`src/rtl/can_rx_bit_sequencer_pkg.sv`:
```
// can_rx_pkg: shared state type, default sizing and bus level constants
// for the CAN receive bit sequencer.
package can_rx_pkg;
    typedef enum logic [1:0] {IDLE, RX, EOF_WAIT, ERR} rx_state_t;
    localparam int IDLE_BITS_DEF = 11;
    localparam int STUFF_LEN_DEF = 5;
    localparam int PER_W_DEF     = 23;
    localparam logic DOM = 1'b0;
    localparam logic REC = 1'b1;
endpackage

```
`src/rtl/can_rx_bit_sequencer_if.sv`:
```
// can_rx_bit_sequencer_if: received-byte valid/ready stream from the
// sequencer (master) to the channel unit (slave).
interface can_rx_bit_sequencer_if;
    logic [7:0] data;
    logic [3:0] bits;
    logic       last;
    logic       valid;
    logic       ready;
    modport master (output data, bits, last, valid, input ready);
    modport slave  (input data, bits, last, valid, output ready);
endinterface

```
`src/rtl/can_rx_bit_sequencer_voter.sv`:
```
// can_bit_voter: strobe index and 2-of-3 majority vote, resolving one bit
// on every third sample strobe (used when CAN_TRIPLE_SAMPLE_EN is defined).
module can_bit_voter
    import can_rx_pkg::*;
(
    input  logic clk,
    input  logic reset_n,
    input  logic sync_in,
    input  logic sample_stb,
    input  logic override,
    output logic bit_vld,
    output logic bit_val
);
    logic [1:0] idx, s;
    logic       sync_q, restart;
    // an edge the sync unit may resync on restarts the bit, so the vote restarts with it
    assign restart = sync_in != sync_q && !override;
    assign bit_vld = sample_stb && idx == 2'd2 && !restart;
    assign bit_val = (s[1] & s[0]) | (s[1] & sync_in) | (s[0] & sync_in);
    always_ff @(posedge clk or negedge reset_n) begin
        if (!reset_n) begin
            idx    <= '0;
            s      <= '0;
            sync_q <= REC;
        end else begin
            sync_q <= sync_in;
            if (restart) idx <= '0;
            else if (sample_stb) begin
                idx <= idx == 2'd2 ? 2'd0 : idx + 2'd1;
                s   <= {s[0], sync_in};
            end
        end
    end
endmodule

```
`src/rtl/can_rx_bit_sequencer.sv`:
```
// can_rx_bit_sequencer: CAN RX bit sequencer - bus idle/SOF tracking, destuffing,
// stuff-error detection and byte packing. CAN_TRIPLE_SAMPLE_EN enables 3-sample voting.
module can_rx_bit_sequencer
    import can_rx_pkg::*;
#(
    parameter int IDLE_BITS = IDLE_BITS_DEF,
    parameter int STUFF_LEN = STUFF_LEN_DEF,
    parameter int PER_W     = PER_W_DEF
) (
    input  logic                   clk,
    input  logic                   reset_n,
    input  logic                   enable,
    input  logic [PER_W-1:0]       bit_period_in,
    output logic [PER_W-1:0]       bit_period,
    input  logic                   sync_in,
    input  logic                   sample_stb,
    output logic                   override,
    output logic                   multi_select,
    output logic                   stuff_err,
    output logic                   overflow,
    output logic                   bus_idle,
    can_rx_bit_sequencer_if.master rx
);
    localparam int CW = $clog2(IDLE_BITS + 1);
    localparam int RW = $clog2(STUFF_LEN + 2);

    rx_state_t     state;
    logic [CW-1:0] cnt;
    logic [RW-1:0] run_cnt;
    logic          run_val, bit_vld, bit_val;
    logic [7:0]    sh, emit_data;
    logic [3:0]    sh_n, tail, keep, emit_bits;
    logic          in_rx, same, at_lim, s_err, eof, data_b, full, emit, tag_last;

`ifdef CAN_TRIPLE_SAMPLE_EN
    can_bit_voter u_voter (
        .clk        (clk),
        .reset_n    (reset_n),
        .sync_in    (sync_in),
        .sample_stb (sample_stb),
        .override   (override),
        .bit_vld    (bit_vld),
        .bit_val    (bit_val)
    );
    assign multi_select = state != IDLE;
`else
    assign bit_vld      = sample_stb;
    assign bit_val      = sync_in;
    assign multi_select = 1'b0;
`endif

    assign in_rx  = enable && state == RX && bit_vld;
    assign same   = bit_val == run_val;
    assign at_lim = run_cnt == RW'(STUFF_LEN);
    assign s_err  = in_rx && at_lim && same && bit_val == DOM;
    assign eof    = in_rx && at_lim && same && bit_val == REC;
    assign data_b = in_rx && !at_lim;
    assign full   = data_b && sh_n == 4'd7;
    // trailing recessive bits of the partial byte belong to the end-of-frame run
    assign keep      = sh_n - tail;
    assign emit      = full || (eof && keep != 4'd0);
    assign emit_data = full ? {sh[6:0], bit_val} : (sh << (4'd8 - sh_n)) & ~(8'hff >> keep);
    assign emit_bits = full ? 4'd8 : keep;
    assign tag_last  = eof && keep == 4'd0 && rx.valid && !rx.ready;

    always_ff @(posedge clk or negedge reset_n) begin
        if (!reset_n) begin
            state      <= IDLE;
            bit_period <= '0;
            override   <= 1'b1;
            stuff_err  <= 1'b0;
            bus_idle   <= 1'b0;
            cnt        <= '0;
            run_cnt    <= '0;
            run_val    <= REC;
            sh         <= '0;
            sh_n       <= '0;
            tail       <= '0;
        end else begin
            stuff_err <= s_err;
            if (state == IDLE) bit_period <= bit_period_in;
            if (!enable) begin
                state    <= IDLE;
                override <= 1'b1;
                bus_idle <= 1'b0;
                cnt      <= '0;
            end else case (state)
                IDLE: begin
                    override <= bit_vld && bit_val == DOM;
                    if (bit_vld && bit_val == DOM) begin
                        state    <= RX;
                        run_val  <= DOM;
                        run_cnt  <= RW'(1);
                        sh_n     <= '0;
                        tail     <= '0;
                        bus_idle <= 1'b0;
                        cnt      <= '0;
                    end else if (bit_vld && !bus_idle) begin
                        cnt      <= cnt + 1'b1;
                        bus_idle <= cnt == CW'(IDLE_BITS - 1);
                    end
                end
                RX: if (bit_vld) begin
                    override <= bit_val == DOM;
                    run_val  <= bit_val;
                    run_cnt  <= same ? run_cnt + 1'b1 : RW'(1);
                    if (s_err) begin
                        state <= ERR;
                        cnt   <= '0;
                    end else if (eof) begin
                        state <= EOF_WAIT;
                        cnt   <= CW'(STUFF_LEN + 1);
                    end else if (data_b) begin
                        sh   <= {sh[6:0], bit_val};
                        sh_n <= full ? 4'd0 : sh_n + 4'd1;
                        tail <= (full || bit_val == DOM) ? 4'd0 : tail + 4'd1;
                    end
                end
                // EOF_WAIT and ERR both wait out IDLE_BITS recessive bits; dominant restarts the count
                default: if (bit_vld) begin
                    override <= state == ERR || bit_val == DOM;
                    if (bit_val == DOM) cnt <= '0;
                    else if (cnt == CW'(IDLE_BITS - 1)) begin
                        state    <= IDLE;
                        bus_idle <= 1'b1;
                        override <= 1'b0;
                    end else cnt <= cnt + 1'b1;
                end
            endcase
        end
    end

    always_ff @(posedge clk or negedge reset_n) begin
        if (!reset_n) begin
            rx.data  <= '0;
            rx.bits  <= '0;
            rx.last  <= 1'b0;
            rx.valid <= 1'b0;
            overflow <= 1'b0;
        end else begin
            overflow <= emit && rx.valid && !rx.ready;
            if (emit && !(rx.valid && !rx.ready)) begin
                rx.data  <= emit_data;
                rx.bits  <= emit_bits;
                rx.last  <= eof;
                rx.valid <= 1'b1;
            end else if (tag_last) rx.last <= 1'b1;
            else if (rx.ready) rx.valid <= 1'b0;
        end
    end
endmodule

```
`src/flat_wrapper.sv`:
```
// flat-port wrapper written by rule: the top's interface ports become plain ports
module can_rx_bit_sequencer_flat import can_rx_pkg::*;
#(
    parameter int IDLE_BITS = IDLE_BITS_DEF,
    parameter int STUFF_LEN = STUFF_LEN_DEF,
    parameter int PER_W     = PER_W_DEF
)
  (clk, reset_n, enable, bit_period_in, bit_period, sync_in, sample_stb, override, multi_select, stuff_err, overflow, bus_idle, rx_data, rx_bits, rx_last, rx_valid, rx_ready);
  can_rx_bit_sequencer_if rx_i ();
  input  logic clk;
  input  logic reset_n;
  input  logic enable;
  input  logic [PER_W-1:0] bit_period_in;
  output logic [PER_W-1:0] bit_period;
  input  logic sync_in;
  input  logic sample_stb;
  output logic override;
  output logic multi_select;
  output logic stuff_err;
  output logic overflow;
  output logic bus_idle;
  output wire logic [$bits(rx_i.data)-1:0] rx_data;
  output wire logic [$bits(rx_i.bits)-1:0] rx_bits;
  output wire logic [$bits(rx_i.last)-1:0] rx_last;
  output wire logic [$bits(rx_i.valid)-1:0] rx_valid;
  input wire logic [$bits(rx_i.ready)-1:0] rx_ready;
  assign rx_data = rx_i.data;
  assign rx_bits = rx_i.bits;
  assign rx_last = rx_i.last;
  assign rx_valid = rx_i.valid;
  assign rx_i.ready = rx_ready;
  can_rx_bit_sequencer #(.IDLE_BITS(IDLE_BITS), .STUFF_LEN(STUFF_LEN), .PER_W(PER_W)) u_core (.clk(clk), .reset_n(reset_n), .enable(enable), .bit_period_in(bit_period_in), .bit_period(bit_period), .sync_in(sync_in), .sample_stb(sample_stb), .override(override), .multi_select(multi_select), .stuff_err(stuff_err), .overflow(overflow), .bus_idle(bus_idle), .rx(rx_i));
endmodule
```
`config.mk`:
```
export PLATFORM = sky130hd
export DESIGN_NAME = can_rx_bit_sequencer_flat
export DESIGN_NICKNAME = d
export VERILOG_FILES = /design/src/rtl/can_rx_bit_sequencer_pkg.sv /design/src/rtl/can_rx_bit_sequencer_if.sv /design/src/rtl/can_rx_bit_sequencer_voter.sv /design/src/rtl/can_rx_bit_sequencer.sv /design/src/flat_wrapper.sv
export SDC_FILE = /design/constraint.sdc
export NUM_CORES = 1
export LEC_CHECK = 0
export CAP_MARGIN = 20
export CORE_ASPECT_RATIO = 0.75
export CORE_UTILIZATION = 56
export CTS_CLUSTER_SIZE = 28
export DETAILED_ROUTE_END_ITERATION = 6
export GPL_TIMING_DRIVEN = 0
export PLACE_DENSITY_LB_ADDON = 0.2
export SYNTH_ARGS = -nofsm -noshare
export SYNTH_HDL_FRONTEND = slang
export SYNTH_SLANG_ARGS = --single-unit
```
`constraint.sdc`:
```
create_clock -name clk -period 5.55 [get_ports clk]
set_input_delay 1.3875 -clock clk [delete_from_list [all_inputs] [get_ports clk]]
set_output_delay 1.3875 -clock clk [all_outputs]
set_load 0.02 [all_outputs]
```
==> impl_results.md <==
- Max-slew violation count: 0
- P_leak: 0.00195 uW
- Crit-path max cell delay: 600 ps
- Area delta synth->final: 26.7%
- Port bufs: 69
- Die W: 94.8 um
- HPWL after detailed placement: 6180 um
- PwrDens: 270 nW/um^2
- Vias per cell: 5.97
- CTS Buf Count: 9
- Final WS setup: 2090 ps
- First-pass GRT wire length: 14400 um
- Multi-input combinational cell area: 1800 um^2
- Pin count of the biggest net entering global routing: 68
- Fmax: 289 MHz
- Util after Layout: 0.763
- Synth top cells by count: 65 x dfrtp_1, 36 x mux2_2, 25 x nand2_1
- Final setup viols: 0
- Status: finished clean
- Routed WL: 8580 um
- Element type at the critical path start: primary input
- Ys flop type: dfrtp_1
- Synthesized area: 3620 um^2
- Final Non-Filler Cells: 503
- Initial DRC Count: 297
- Worst hold path class: reg -> reg
- I/O pins: 71
- Final nets: 460
- CP max stage cell: or4_4
- Cts hold-fix bufs: 0
- TritonCTS clock tree: built
- Top-area cell type share of the netlist area: 0.450
- YS warnings: 0
- Worst path depth: 7
- Synth async-reset ratio: 1.00
- Initial core utilization: 0.602
- Worst-Skew Late Latency: 350 ps
- Root Buffer: clkbuf_8
- DRT antenna net count: 0
- Metal3 WL: 688 um
- CP endpoint kind: flop
- CP delay by family, top: buffers and inverters
- Yosys reg bits: 67
- Placed insts: 487
- First drt pass iteration count: 4
- Fill count: 424
- Worst Reg-to-Reg Cells: 11
- Die area: 6790 um^2
- DRC Markers: 0
- Seq/Total Area, Yosys: 0.464
- Tot GR Track Use: 0.281
- Worst vdd rail ir drop: 0.000190 V
- H-tree levels: 3
- Overflow after GRT: 0
- Most common cell in the netlist: dfrtp_1
- Sink Count: 67
- Final Hold Fails: 0
- Row cnt: 24
- Tot Pwr: 1240 uW
- Critical Path AT: 3690 ps
- Max-Cap Viols: 0
- Vias in the first global route: 2987
- Synth area leader: dfrtp_1
- CP cell instances: clkdlybuf4s50_1, inv_1, or4_4, a21oi_4, and2_4, buf_6, mux2_1
- Syn Inst Count: 340
- Critical path buffer and inverter count: 3
- Worst Path Max Fanout: 10
- Core Area: 6010 um^2
- Antenna violations before repair: 0
- Critical path required time: 5780 ps
- Die Height: 71.6 um
- Clock skew: 7.27 ps
- CTS Buffer Depth: 2
- Synth area leaders: dfrtp_1 45%, mux2_2 11%, ha_1 3.5%
- Routed WL per cell: 17.1 um
- Wl on met1: 3640 um
- Share of the clock period used by the worst path: 0.623
- Setup CP Type: in -> reg
- Post-CTS Setup Bufs: 0
- Cell variety after synth: 59
- Reg area: 1680 um^2
- Unrepaired setup endpoints after global routing: false
- Gpl congestion: 0.868
- Post-CTS Resized: 0
- Avg Inst Size Synth: 10.6 um^2
- Slew @ Worst Pin: 851 ps
- Final min period: 3460 ps
- Vias: 3004
- Met2 WL: 4130 um
- Hold path depth: 1
- Synth Net Count: 380
- Antenna diodes: 0
- EDFF count, synth: 0
- DP Worst Slack: 1750 ps
- Worst rel slew slack: 0.433
- DR top layer: met4
- CTS clk-pin slew, worst paths: 70 ps
- Share of layout cells above drive strength 1: 0.176
- Final TNS setup: 0 ps
worst paths after layout:
path	startpoint	to	slack, ps
max reg2reg	u_core.sh_n[0]	u_core.rx.data[4]	2400
max	sync_in	u_core.rx.data[4]	2090
min in group asynchronous	reset_n	u_core.rx.valid	1130
min	u_core.rx.bits[3]	u_core.rx.bits[3]	490
max in group asynchronous	reset_n	u_core.bit_period[11]	3850
min reg2reg	u_core.rx.bits[3]	u_core.rx.bits[3]	490
routing by layer:
| layer | up-vias | global-route usage |
|---|---|---|
| li1 | 1388 | - |
| met1 | 1480 | 0.362 |
| met2 | 123 | 0.448 |
| met3 | 13 | 0.102 |
| met4 | 0 | 0.0825 |
| met5 | - | 0 |
cells by family after synthesis:
| kind of cell | after synthesis | synth area share |
|---|---|---|
| simple gates | 98 | 0.145 |
| xor+xnor | 6 | 0.0145 |
| buf+inv | 33 | 0.0388 |
| compound gates | 76 | 0.139 |
| flops | 67 | 0.464 |
| fa+ha+maj | 11 | 0.0401 |
| other cells | 1 | 0.00104 |
| mux | 48 | 0.157 |
metrics by stage:
stage | hold slack [ps] | instance area, um^2
finish | 494 | 4580
global route | 525 | 4580
CTS | 497 | 4580
detailed placement | 479 | 4400
global placement | 471 | 4400
floorplan | 471 | 3620
where the power goes:
part	switching, uW	total, uW	internal (uW)
clock network	198	374	176
registers	38.9	563	525
logic	161	299	138
final cells by class:
cell class,count,share of cell area
Timing Repair Buffer,69,0.150
Clock buffer,11,0.0309
Clock inverter,5,0.00847
Sequential cell,67,0.366
Buffer,13,0.0142
Multi-Input combinational cell,240,0.392
Tap cell,78,0.0213
Inverter,20,0.0164
flip-flops by register name (all words and copies together), names as in the netlist, 2 cells and up:
| name | flops |
|---|---|
| u_core.rx.bits | 4 |
| u_core.run_cnt | 3 |
| u_core.sh | 8 |
| u_core.state | 2 |
| u_core.cnt | 4 |
| u_core.rx.data | 8 |
| u_core.tail | 4 |
| u_core.sh_n | 4 |
| u_core.bit_period | 23 |
cells in the final DEF (no fill, tap or decap), types with 4 or more instances in the layout:
master           Yosys  layout
nand3_1             12      12
clkbuf_1             7       8
buf_2                4       4
inv_1               20      20
a21oi_1             14      14
o21ai_1              6       6
nor2_1              17      17
dfrtp_1             65      65
ha_1                10      10
a31oi_1              5       5
mux2_2              36      36
clkbuf_8             0      10
mux2i_1              6       6
nand2b_1             4       4
nor3_1               5       5
o21ai_0             22      22
nand2_1             25      25
xor2_1               4       4
o31ai_1              5       5
clkdlybuf4s50_1      0      68
nor2b_1             11      11
(Power assumes the default switching activity.)
